<file path="src/rtl/multicycle_sequencer.sv">
// Multi-cycle RV32I control sequencer sharing one memory port between fetch and load/store.
// Optional memory watchdog is enabled by defining MEM_WATCHDOG_EN.
module multicycle_sequencer #(
    parameter int CNT_W          = 32,
    parameter int TIMEOUT_CYCLES = 255
) (
    input  logic             clk,
    input  logic             rst_n,
    input  logic             run,
    input  logic             MemRead,
    input  logic             MemWrite,
    input  logic             RegWrite,
    input  logic             Branch,
    input  logic [1:0]       RegSrc,
    input  logic             BranchTaken,
    input  logic             mem_ready,
    output logic             mem_req,
    output logic             mem_we,
    output logic             mem_sel_data,
    output logic             IRWrite,
    output logic             PCWrite,
    output logic             PCSrc,
    output logic             RegFileWE,
    output logic             instr_retired,
    output logic [CNT_W-1:0] retired_count,
    output logic             halted,
    output logic [2:0]       state_o,
    output logic             bus_err
);

    typedef enum logic [2:0] {
        S_HALT    = 3'd0,
        S_FETCH   = 3'd1,
        S_DECODE  = 3'd2,
        S_EXECUTE = 3'd3,
        S_MEM     = 3'd4,
        S_WB      = 3'd5
    } state_e;

    localparam logic [CNT_W-1:0] CNT_ONE = {{(CNT_W-1){1'b0}}, 1'b1};

    state_e           state_q, state_d;
    logic [CNT_W-1:0] retiredCount_q;
    logic             memOp;

    assign memOp = MemRead | MemWrite;

`ifdef MEM_WATCHDOG_EN
    localparam int             WD_W    = (TIMEOUT_CYCLES > 1) ? $clog2(TIMEOUT_CYCLES + 1) : 1;
    localparam logic [WD_W-1:0] WD_LAST = WD_W'(TIMEOUT_CYCLES - 1);

    logic [WD_W-1:0] wdCnt_q, wdCnt_d;
    logic            busErr_q;
    logic            waiting;
    logic            wdExpire;

    assign waiting  = mem_req & ~mem_ready;
    assign wdExpire = waiting & (wdCnt_q == WD_LAST);
    // Any cycle that is not a stalled request restarts the count, so each request starts from zero.
    assign wdCnt_d  = waiting ? wdCnt_q + WD_W'(1) : '0;

    always_ff @(posedge clk or negedge rst_n) begin
        if (!rst_n) begin
            wdCnt_q  <= '0;
            busErr_q <= 1'b0;
        end else begin
            wdCnt_q  <= wdCnt_d;
            busErr_q <= busErr_q | wdExpire;
        end
    end

    assign bus_err = busErr_q;
`else
    assign bus_err = 1'b0;
`endif

    always_ff @(posedge clk or negedge rst_n) begin
        if (!rst_n) begin
            state_q        <= S_HALT;
            retiredCount_q <= '0;
        end else begin
            state_q <= state_d;
            if (instr_retired) begin
                retiredCount_q <= retiredCount_q + CNT_ONE;
            end
        end
    end

    always_comb begin
        state_d = state_q;
        unique case (state_q)
            S_HALT: begin
`ifdef MEM_WATCHDOG_EN
                if (run && !busErr_q) state_d = S_FETCH;
`else
                if (run) state_d = S_FETCH;
`endif
            end
            S_FETCH:   if (mem_ready) state_d = S_DECODE;
            S_DECODE:  state_d = S_EXECUTE;
            S_EXECUTE: begin
                if (memOp)        state_d = S_MEM;
                else if (!Branch) state_d = S_WB;
            end
            S_MEM:     if (mem_ready && !MemWrite) state_d = S_WB;
            S_WB:      state_d = S_WB;
            default:   state_d = S_HALT;
        endcase
        // run is only honoured at an instruction boundary.
        if (instr_retired) begin
            state_d = run ? S_FETCH : S_HALT;
        end
`ifdef MEM_WATCHDOG_EN
        if (wdExpire) begin
            state_d = S_HALT;
        end
`endif
    end

    always_comb begin
        mem_req       = 1'b0;
        mem_we        = 1'b0;
        mem_sel_data  = 1'b0;
        IRWrite       = 1'b0;
        PCWrite       = 1'b0;
        PCSrc         = 1'b0;
        RegFileWE     = 1'b0;
        instr_retired = 1'b0;
        halted        = 1'b0;
        unique case (state_q)
            S_HALT: halted = 1'b1;
            S_FETCH: begin
                mem_req = 1'b1;
                IRWrite = mem_ready;
            end
            S_EXECUTE: begin
                if (Branch && !memOp) begin
                    instr_retired = 1'b1;
                    PCWrite       = 1'b1;
                    PCSrc         = BranchTaken;
                end
            end
            S_MEM: begin
                mem_req      = 1'b1;
                mem_sel_data = 1'b1;
                mem_we       = MemWrite;
                if (mem_ready && MemWrite) begin
                    instr_retired = 1'b1;
                    PCWrite       = 1'b1;
                end
            end
            S_WB: begin
                RegFileWE     = RegWrite;
                instr_retired = 1'b1;
                PCWrite       = 1'b1;
                PCSrc         = (RegSrc == 2'd3);
            end
            default: ;
        endcase
    end

    assign state_o       = state_q;
    assign retired_count = retiredCount_q;

endmodule

</file>
<file path="config.mk">
export PLATFORM = sky130hd
export DESIGN_NAME = multicycle_sequencer
export DESIGN_NICKNAME = d
export VERILOG_FILES = /design/src/rtl/multicycle_sequencer.sv
export SDC_FILE = /design/constraint.sdc
export NUM_CORES = 1
export LEC_CHECK = 0
export ABC_AREA = 1
export CORE_ASPECT_RATIO = 0.9
export CORE_UTILIZATION = 50
export CTS_BUF_LIST = sky130_fd_sc_hd__clkbuf_4 sky130_fd_sc_hd__clkbuf_8
export CTS_CLUSTER_SIZE = 40
export DETAILED_ROUTE_END_ITERATION = 6
export DONT_BUFFER_PORTS = 1
export SYNTH_ARGS = -nofsm -noshare
export SYNTH_HDL_FRONTEND = slang
export SYNTH_SLANG_ARGS = --single-unit
</file>
<file path="constraint.sdc">
create_clock -name clk -period 4.2 [get_ports clk]
set_input_delay 0.42 -clock clk [delete_from_list [all_inputs] [get_ports clk]]
set_output_delay 0.42 -clock clk [all_outputs]
set_load 0.1 [all_outputs]
</file>
### Word level (Yosys, flattened, before mapping)

Index checks and enable logic that the tools add are counted.

* register bits after elaboration: 35
* output and inout port bits: 45
* logic and storage cells: 41
* input bits: 11

* bitwise gates (word level): 1
* eq/ne operators: 10
* multiplexer cells: 19
* reductions and logical operators: 8
* add/subtract/negate cells: 1

Operators with widths (count)
* $add A32 B1 Y32 const B: 1
* $mux W3: 6
* $pmux W3 S6: 1
* $mux W1: 10
* $ne A3 B3 Y1 const B: 3
* $eq A3 B2 Y1 const B: 2
* $eq A3 B3 Y1 const B: 2
* $ne A4 B4 Y1 const B: 1
* $reduce_and A4 Y1: 1
* $eq A3 B1 Y1 const B: 1
* $logic_and A1 B1 Y1: 3
* $logic_not A3 Y1: 1
* $pmux W1 S3: 1
* $eq A2 B2 Y1 const B: 1
* $logic_not A1 Y1: 2
* $pmux W1 S2: 1
* $reduce_or A2 Y1: 1
* $or A1 B1 Y1: 1

### Depth between registers and ports, before layout

Gate-level depths: netlist of run 1.

* depth after elaboration: 7
* depth in mapped cells: 9

### Worst setup path before layout of run 1

No wires, ideal clock.

* path kind: register -> output
* start point: register state_q[0], in the netlist state_o[0]
* end point: output port PCSrc
* path buffers: 0
* stages on the path, launching flop included: 5
* slack: 0.267 ns
* data arrival time: 3.513 ns
* cells stage by stage: dfrtp_1 -> nand2_1 -> nor2_2 -> nand3_1 -> o21ai_0

* word-level cells in the longest chain between the ends: 2
* elaborated cells on any way between the ends: 3

Ends and longest elaborated chain
* start, declared: line 42 `state_e state_q, state_d;`
* start signal, assigned: line 82 `state_q <= state_d;`
* $eq A3 B3 Y1 / $eq A3 B2 Y1 (equally long branches): line 130 `unique case (state_q)`
* $pmux W1 S2 *: line 130
* end, declared: line 22 `output logic PCSrc,`

Mark *: on every way between the ends. The rest lies on a longest branch, timed or not.

### Worst setup path after layout of run 1

* start point: register state_q[1], in the netlist state_o[1]
* end point: output port PCWrite

* word-level cells in the longest chain between the ends: 2
* elaborated cells on any way between the ends: 4

Ends and longest elaborated chain
* $eq A3 B3 Y1 / $eq A3 B2 Y1 (equally long branches): line 130
* $pmux W1 S3 *: line 130
* end, declared: line 21 `output logic PCWrite,`

Marked as above.

==> results of run 1 <==
-- repair_timing --
item	CTS	global route
endpoints found under the hold margin	35	0
setup buffers	0	0
hold buffers	2	0
-- layout by cell type, fill, tap and decap left out --
| master | instances |
|---|---|
| sky130_fd_sc_hd__a21oi_1 | 2 |
| sky130_fd_sc_hd__and2_1 | 1 |
| sky130_fd_sc_hd__buf_12 | 1 |
| sky130_fd_sc_hd__buf_4 | 9 |
| sky130_fd_sc_hd__clkbuf_16 | 1 |
| sky130_fd_sc_hd__clkbuf_8 | 6 |
| sky130_fd_sc_hd__clkinv_2 | 1 |
| sky130_fd_sc_hd__conb_1 | 1 |
| sky130_fd_sc_hd__dfrtp_1 | 35 |
| sky130_fd_sc_hd__dlygate4sd3_1 | 1 |
| sky130_fd_sc_hd__ha_1 | 1 |
| sky130_fd_sc_hd__inv_1 | 32 |
| sky130_fd_sc_hd__nand2_1 | 134 |
| sky130_fd_sc_hd__nand3_1 | 27 |
| sky130_fd_sc_hd__nand3_4 | 1 |
| sky130_fd_sc_hd__nand3b_1 | 6 |
| sky130_fd_sc_hd__nand4_1 | 9 |
| sky130_fd_sc_hd__nor2_1 | 50 |
| sky130_fd_sc_hd__nor2_2 | 5 |
| sky130_fd_sc_hd__nor3_1 | 3 |
| sky130_fd_sc_hd__nor3_2 | 1 |
| sky130_fd_sc_hd__o21a_1 | 1 |
| sky130_fd_sc_hd__o21ai_0 | 2 |
| sky130_fd_sc_hd__o21ai_2 | 1 |
| sky130_fd_sc_hd__xnor2_1 | 10 |
| sky130_fd_sc_hd__xor2_1 | 5 |
-- synthesized netlist by cell type --
cell and instances:
sky130_fd_sc_hd__nand3b_1 6, sky130_fd_sc_hd__conb_1 1, sky130_fd_sc_hd__dfrtp_1 35, sky130_fd_sc_hd__a21oi_1 2
sky130_fd_sc_hd__nand3_2 1, sky130_fd_sc_hd__o21a_1 1, sky130_fd_sc_hd__xnor2_1 10, sky130_fd_sc_hd__buf_6 3
sky130_fd_sc_hd__nand2_1 134, sky130_fd_sc_hd__o21ai_0 3, sky130_fd_sc_hd__xor2_1 5, sky130_fd_sc_hd__inv_1 32
sky130_fd_sc_hd__nor3_1 4, sky130_fd_sc_hd__buf_4 4, sky130_fd_sc_hd__nand4_1 9, sky130_fd_sc_hd__and2_1 1
sky130_fd_sc_hd__nand3_1 27, sky130_fd_sc_hd__buf_2 1, sky130_fd_sc_hd__nor2_2 3, sky130_fd_sc_hd__ha_1 1
sky130_fd_sc_hd__nor2_1 52
-- layout make-up --
type / count / area share
clock buffers: 6 / 0.03340
clock inverters: 1 / 0.002024
inverters: 32 / 0.04858
multi-input cells: 260 / 0.4818
flip-flops and latches: 35 / 0.3543
well taps: 60 / 0.03036
repair buffers: 12 / 0.04960
-- worst paths after layout --
check,start,to,slack (ps),cells after the start
worst max-delay path,state_o[1],PCWrite,1190,3
worst min-delay path,run,state_o[0],260,2
worst max register to register,state_o[1],retired_count[27],1290,6
worst min register to register,retired_count[1],retired_count[3],710,4
max in group asynchronous,rst_n,retired_count[24],3440,2
min in group asynchronous,rst_n,retired_count[14],580,2
-- per-stage QoR --
stage	cells	utilization
after detailed placement	397	0.5628
final	406	0.5909
after global routing	406	0.5909
after floorplan	335	-
after global placement	397	0.5628
after CTS	406	0.5909
-- layer usage --
layer | track usage | part of all wire | routed length, µm
met5 | 0 | 0 | 0
met4 | 0.05882 | 0.0082 | 40
met3 | 0.06902 | 0.060 | 291
met2 | 0.3493 | 0.42 | 2067
met1 | 0.3188 | 0.51 | 2475
-- power by group --
part           total, mW  switching, mW  internal [mW]  leakage, nW
clock              0.244          0.115          0.129       0.0470
combinational      0.651          0.529          0.123        0.589
sequential         0.530          0.160          0.370        0.476
total               1.43          0.804          0.621         1.11
-- cells by family (layout without fill, tap and decap cells) --
group,count (synthesis),after routing
buf+inv,40,51
xor+xnor,15,15
compound gates,6,6
other cells,1,1
simple gates,237,237
fa+ha+maj,1,1
flops,35,35
-- worst max-delay path, delay by kind of cell (launching register included) --
kind / cells / cell delay, ps
and+or+nand+nor: 2 / 1080
DFF: 1 / 1010
buffers and inverters: 1 / 190
-- sequential cells by signal, summed over array words and instances, names as in the netlist --
name / cells
state_o: 3
retired_count: 32
==> Flow_metrics.wiki, run 1 <==
{| class="wikitable"
! Metric !! Value
|-
| Leakage power of the design || 1.111 nW
|-
| Setup clock skew after layout || 7.496 ps
|-
| Maximum number of pins on one net before global-route repair || 49
|-
| Initial standard-cell utilization of the core || 0.5341
|-
| Standard cell area after detailed placement || 2355 µm²
|-
| Synthesized area per cell || 6.671 µm²
|-
| Remaining antenna violation count after routing || 0
|-
| Initial antenna violation count || 0
|-
| DR DRC count || 0
|-
| Routability Congestion || 0.8344
|-
| H-tree depth || 2
|-
| Cell Chain, Critical Path || inv_1, nand3_1, nand3_4
|-
| IO buf count || 0
|-
| Synthesized-area fraction occupied by and/or/nand/nor cells || 0.4429
|-
| Fin nets || 358
|-
| CTS resizes || 0
|-
| Slew at the pin with the worst max-slew slack || 1102 ps
|-
| Later-pin clock latency in the skew report || 280 ps
|-
| Area taken by multi-input logic gates || 1191 µm²
|-
| Clk root buf || sky130_fd_sc_hd__clkbuf_8
|-
| Yosys Warn Count || 0
|-
| Hold Fails Final Rpt || 0
|-
| Final setup violation count || 0
|-
| DP Worst Slack || 1300 ps
|-
| Number of standard-cell rows in the floorplan || 22
|-
| Max-slew violations || 0
|-
| Share of the synthesized area in the top cell type || 0.3919
|-
| Number of diodes added for antenna fixing || 0
|-
| Post-route clock period utilization || 0.7156
|-
| Power density normalized to cell area || 576.4 nW/µm²
|-
| Path type of the worst setup path || register to output port
|-
| Worst relative slew slack || 0.2653
|-
| Cell types with the largest area share after synthesis || sky130_fd_sc_hd__dfrtp_1, sky130_fd_sc_hd__nand2_1, sky130_fd_sc_hd__nor2_1
|-
| Biggest area consumer among synthesized cells || sky130_fd_sc_hd__dfrtp_1
|-
| Share of synthesized cell area in full adder, half adder and majority cells || 0.005599
|-
| Worst hold path type || primary input to register
|-
| CTS tree || built
|-
| Die height || 65.42 µm
|-
| Post-synthesis compound-gate area fraction || 0.01456
|-
| Fillers || 415
|-
| Combinational family with the most area after synthesis || simple AND/OR/NAND/NOR gates
|-
| Final setup margin || 1194 ps
|-
| Crit-path max FO || 48
|-
| Ports placed on the boundary || 56
|-
| Floorplan core area || 4184 µm²
|-
| Total power || 1.425 mW
|-
| Wire length of the first global-routing pass || 8369 µm
|-
| Nets in the synthesized netlist || 347
|-
| Post-synthesis cell area || 2235 µm²
|-
| Worst endpoint data arrival time || 2590 ps
|-
| Number of DRC markers in iteration 0 || 121
|-
| Required time of the worst setup path || 3780 ps
|-
| Synth Register Bits || 35
|-
| Multiplexer share of the synthesized area || 0
|-
| Area growth, synth to finish || 10.64%
|-
| Maximum single-stage delay on the critical path || 1010 ps
|-
| TritonCTS sink count || 35
|-
| Vias per cell || 4.897
|-
| Number of instances in the synthesized netlist || 335
|-
| Via Count || 1,988
|-
| Final worst hold slack || 265.0 ps
|-
| Post-Synth XOR/XNOR Area || 0.05879
|-
| Maximum achievable frequency || 0.3327 GHz
|-
| Ratio of cells with drive above 1 in the final layout || 0.07514
|-
| Clock buffers created by TritonCTS || 5
|-
| Die footprint || 4741 µm²
|-
| Post-route cell area || 2472 µm²
|-
| Total negative setup slack || 0 ps
|-
| Clock-pin slew of the registers on the worst-case setup and hold paths || 70 ps
|-
| Total gr overflow || 0
|-
| Sum of net half-perimeters after detailed placement || 3681 µm
|-
| First-pass iteration count of the detailed router || 4
|-
| Portion of the post-synthesis area used by sequential elements || 0.3919
|-
| Number of max-cap violations || 0
|-
| Post-layout min period || 3006 ps
|-
| Status || finished, final reports clean
|-
| Maximum buffer depth of the clock tree || 2
|-
| Width of the chip || 72.47 µm
|-
| Crit end category || output port
|-
| Sort of element at the start of the critical path || register
|-
| Unrepaired setup endpoints after global routing || false
|-
| Critical-path top delay cell || sky130_fd_sc_hd__dfrtp_1
|-
| Total length of routed wires || 4875 µm
|-
| Number of distinct library cells after synthesis || 21
|-
| Overall Global Routing Usage || 0.2301
|-
| Average wire per cell in the routed design || 12.01 µm
|-
| Worst vdd ir || 861.1 µV
|-
| Number of global-route vias before repair || 1,836
|-
| Register cell area after layout || 875.8 µm²
|}
(Power assumes the default switching activity.)
==> inputs of run 2 (changes only) <==
PLACE_DENSITY = 0.68   (was unset)
clock period = 2.6 ns   (was 4.2 ns; I/O delays follow)
==> run 2 against run 1 <==
Combinational power grew 100%. First-iteration DRC count rose by 55%. Die area unchanged. Register-to-register slack worse by 560 ps. Flip-flop and latch count unchanged. Largest cell class unchanged. Design area up 12%. Clock power grew 100%. Via count is 12% higher. Non-clock buffer count is 33 higher. Largest power group unchanged.
==> Flow_metrics.wiki, run 2 (same netlist as run 1, synthesis figures left out) <==
{| class="wikitable"
! Metric !! Value
|-
| Setup clock skew after layout || 10.78 ps
|-
| Crit end category || output port
|-
| Standard cell area after detailed placement || 2629 µm²
|-
| Most frequent cells in the layout || sky130_fd_sc_hd__nand2_1, sky130_fd_sc_hd__nor2_1, sky130_fd_sc_hd__buf_4, sky130_fd_sc_hd__dfrtp_1, sky130_fd_sc_hd__inv_1
|-
| Maximum single-stage delay on the critical path || 480 ps
|-
| Maximum achievable frequency || 0.4310 GHz
|-
| Cell Chain, Critical Path || buf_4, nand3_1, nand3_4, buf_12
|-
| Number of global-route vias before repair || 2,029
|-
| Crit-path max FO || 47
|-
| Average wire per cell in the routed design || 11.89 µm
|-
| Initial antenna violation count || 0
|-
| Width of the chip || 72.47 µm
|-
| Clock-pin slew of the registers on the worst-case setup and hold paths || 70 ps
|-
| Number of cells on the worst hold path || 2
|-
| Ratio of cells with drive above 1 in the final layout || 0.1579
|-
| Sum of net half-perimeters after detailed placement || 3931 µm
|-
| Hold Fails Final Rpt || 0
|-
| Slew at the pin with the worst max-slew slack || 537.8 ps
|-
| Die footprint || 4741 µm²
|-
| TritonCTS sink count || 35
|-
| First-pass iteration count of the detailed router || 5
|-
| Area growth, synth to finish || 24.02%
|-
| Number of max-cap violations || 0
|-
| R2R cell count || 5
|-
| Floorplan core area || 4184 µm²
|-
| Clock buffers created by TritonCTS || 5
|-
| Status || finished, final reports clean
|-
| Total gr overflow || 0
|-
| Fin nets || 391
|-
| Worst relative slew slack || 0.6415
|-
| Via Count || 2,235
|-
| H-tree depth || 2
|-
| Wire length of the first global-routing pass || 8901 µm
|-
| Minimum setup slack among reg-to-reg paths || 730 ps
|-
| Unrepaired setup endpoints after global routing || false
|-
| DR DRC count || 0
|-
| IO buf count || 0
|-
| Ports placed on the boundary || 56
|-
| Power density normalized to cell area || 903.8 nW/µm²
|-
| Initial standard-cell utilization of the core || 0.5341
|-
| Hold endpoint || state_o[0]
|-
| Total power || 2.505 mW
|-
| Max FFs per register || 32
|-
| Clk root buf || sky130_fd_sc_hd__clkbuf_8
|-
| Launch point of the worst reg-to-reg path || state_o[0]
|-
| Vias per cell || 5.080
|-
| Worst endpoint data arrival time || 2060 ps
|-
| Number of standard-cell rows in the floorplan || 22
|-
| Routability Congestion || 0.8693
|-
| Total negative setup slack || 0 ps
|-
| Critical-path top delay cell || sky130_fd_sc_hd__nand3_4
|-
| Path type of the worst setup path || register to output port
|-
| Capture instance of the worst register-to-register path || retired_count[7]
|-
| Most frequent standard cell in the layout excluding fill and tap cells || sky130_fd_sc_hd__nand2_1
|-
| Post-layout min period || 2320 ps
|-
| Worst hold path type || primary input to register
|-
| Maximum buffer depth of the clock tree || 2
|-
| Remaining antenna violation count after routing || 0
|-
| Post-route clock period utilization || 0.8923
|-
| Worst vdd ir || 1157 µV
|-
| Number of DRC markers in iteration 0 || 187
|-
| CTS resizes || 0
|-
| Max-slew violations || 0
|-
| Number of diodes added for antenna fixing || 0
|-
| Required time of the worst setup path || 2340 ps
|-
| Total length of routed wires || 5231 µm
|-
| Sort of element at the start of the critical path || register
|-
| Post-route cell area || 2771 µm²
|-
| Die height || 65.42 µm
|-
| Later-pin clock latency in the skew report || 300 ps
|-
| Maximum number of pins on one net before global-route repair || 48
|-
| Overall Global Routing Usage || 0.2444
|-
| CTS tree || built
|-
| Source of the worst hold timing path || run
|-
| Final setup violation count || 0
|-
| Leakage power of the design || 1.302 nW
|}
## run 2: repair_timing
item	CTS	global route
endpoints found under the setup margin	0	0
hold buffers	2	0
buffers inserted	0	0
hold endpoints to repair	35	0
## run 2: where the power goes
group	switching, mW	internal [mW]	total [mW]
sequential	0.0724	0.603	0.676
clock	0.209	0.285	0.494
combinational	1.07	0.261	1.33
## run 2: worst max path at each step
stage,startpoint,end,cells past startpoint
after floorplan,state_o[0],PCSrc,4
after global placement,state_o[0],PCWrite,4
after detailed placement,state_o[0],PCWrite,4
after CTS,state_o[0],PCWrite,4
after global routing,state_o[0],PCWrite,4
final,state_o[0],PCWrite,4
## run 2: routing by layer
metal / share of wire / GRT usage
met5: 0 / 0
met4: 0.011 / 0.05882
met3: 0.072 / 0.06902
met2: 0.45 / 0.3843
met1: 0.47 / 0.3327
## run 2: per-stage QoR
| step | setup slack, ps | cells | util | hold WS (ps) |
|---|---|---|---|---|
| final | 279.9 | 440 | 0.6624 | 112.2 |
| after floorplan | -432.8 | 335 | - | -35.59 |
| after CTS | 280.8 | 440 | 0.6624 | 104.3 |
| after detailed placement | 599.3 | 430 | 0.6283 | -34.83 |
| after global routing | 171.4 | 440 | 0.6624 | 136.8 |
| after global placement | 643.0 | 430 | 0.6283 | -34.71 |
## run 2: area by class of cell
cell class,count,area [µm²]
fill,379,1413
multi-input combinational,260,1197
sequential,35,875.8
timing repair buffer,45,390.4
inverter,32,120.1
tap,60,75.07
clock buffer,5,68.82
clock inverter,3,43.79
## run 2: critical path, delay by kind of cell (launching register included)
kind          cells  cell delay (ps)
simple gates      2              720
buf+inv           2              660
flops             1              380
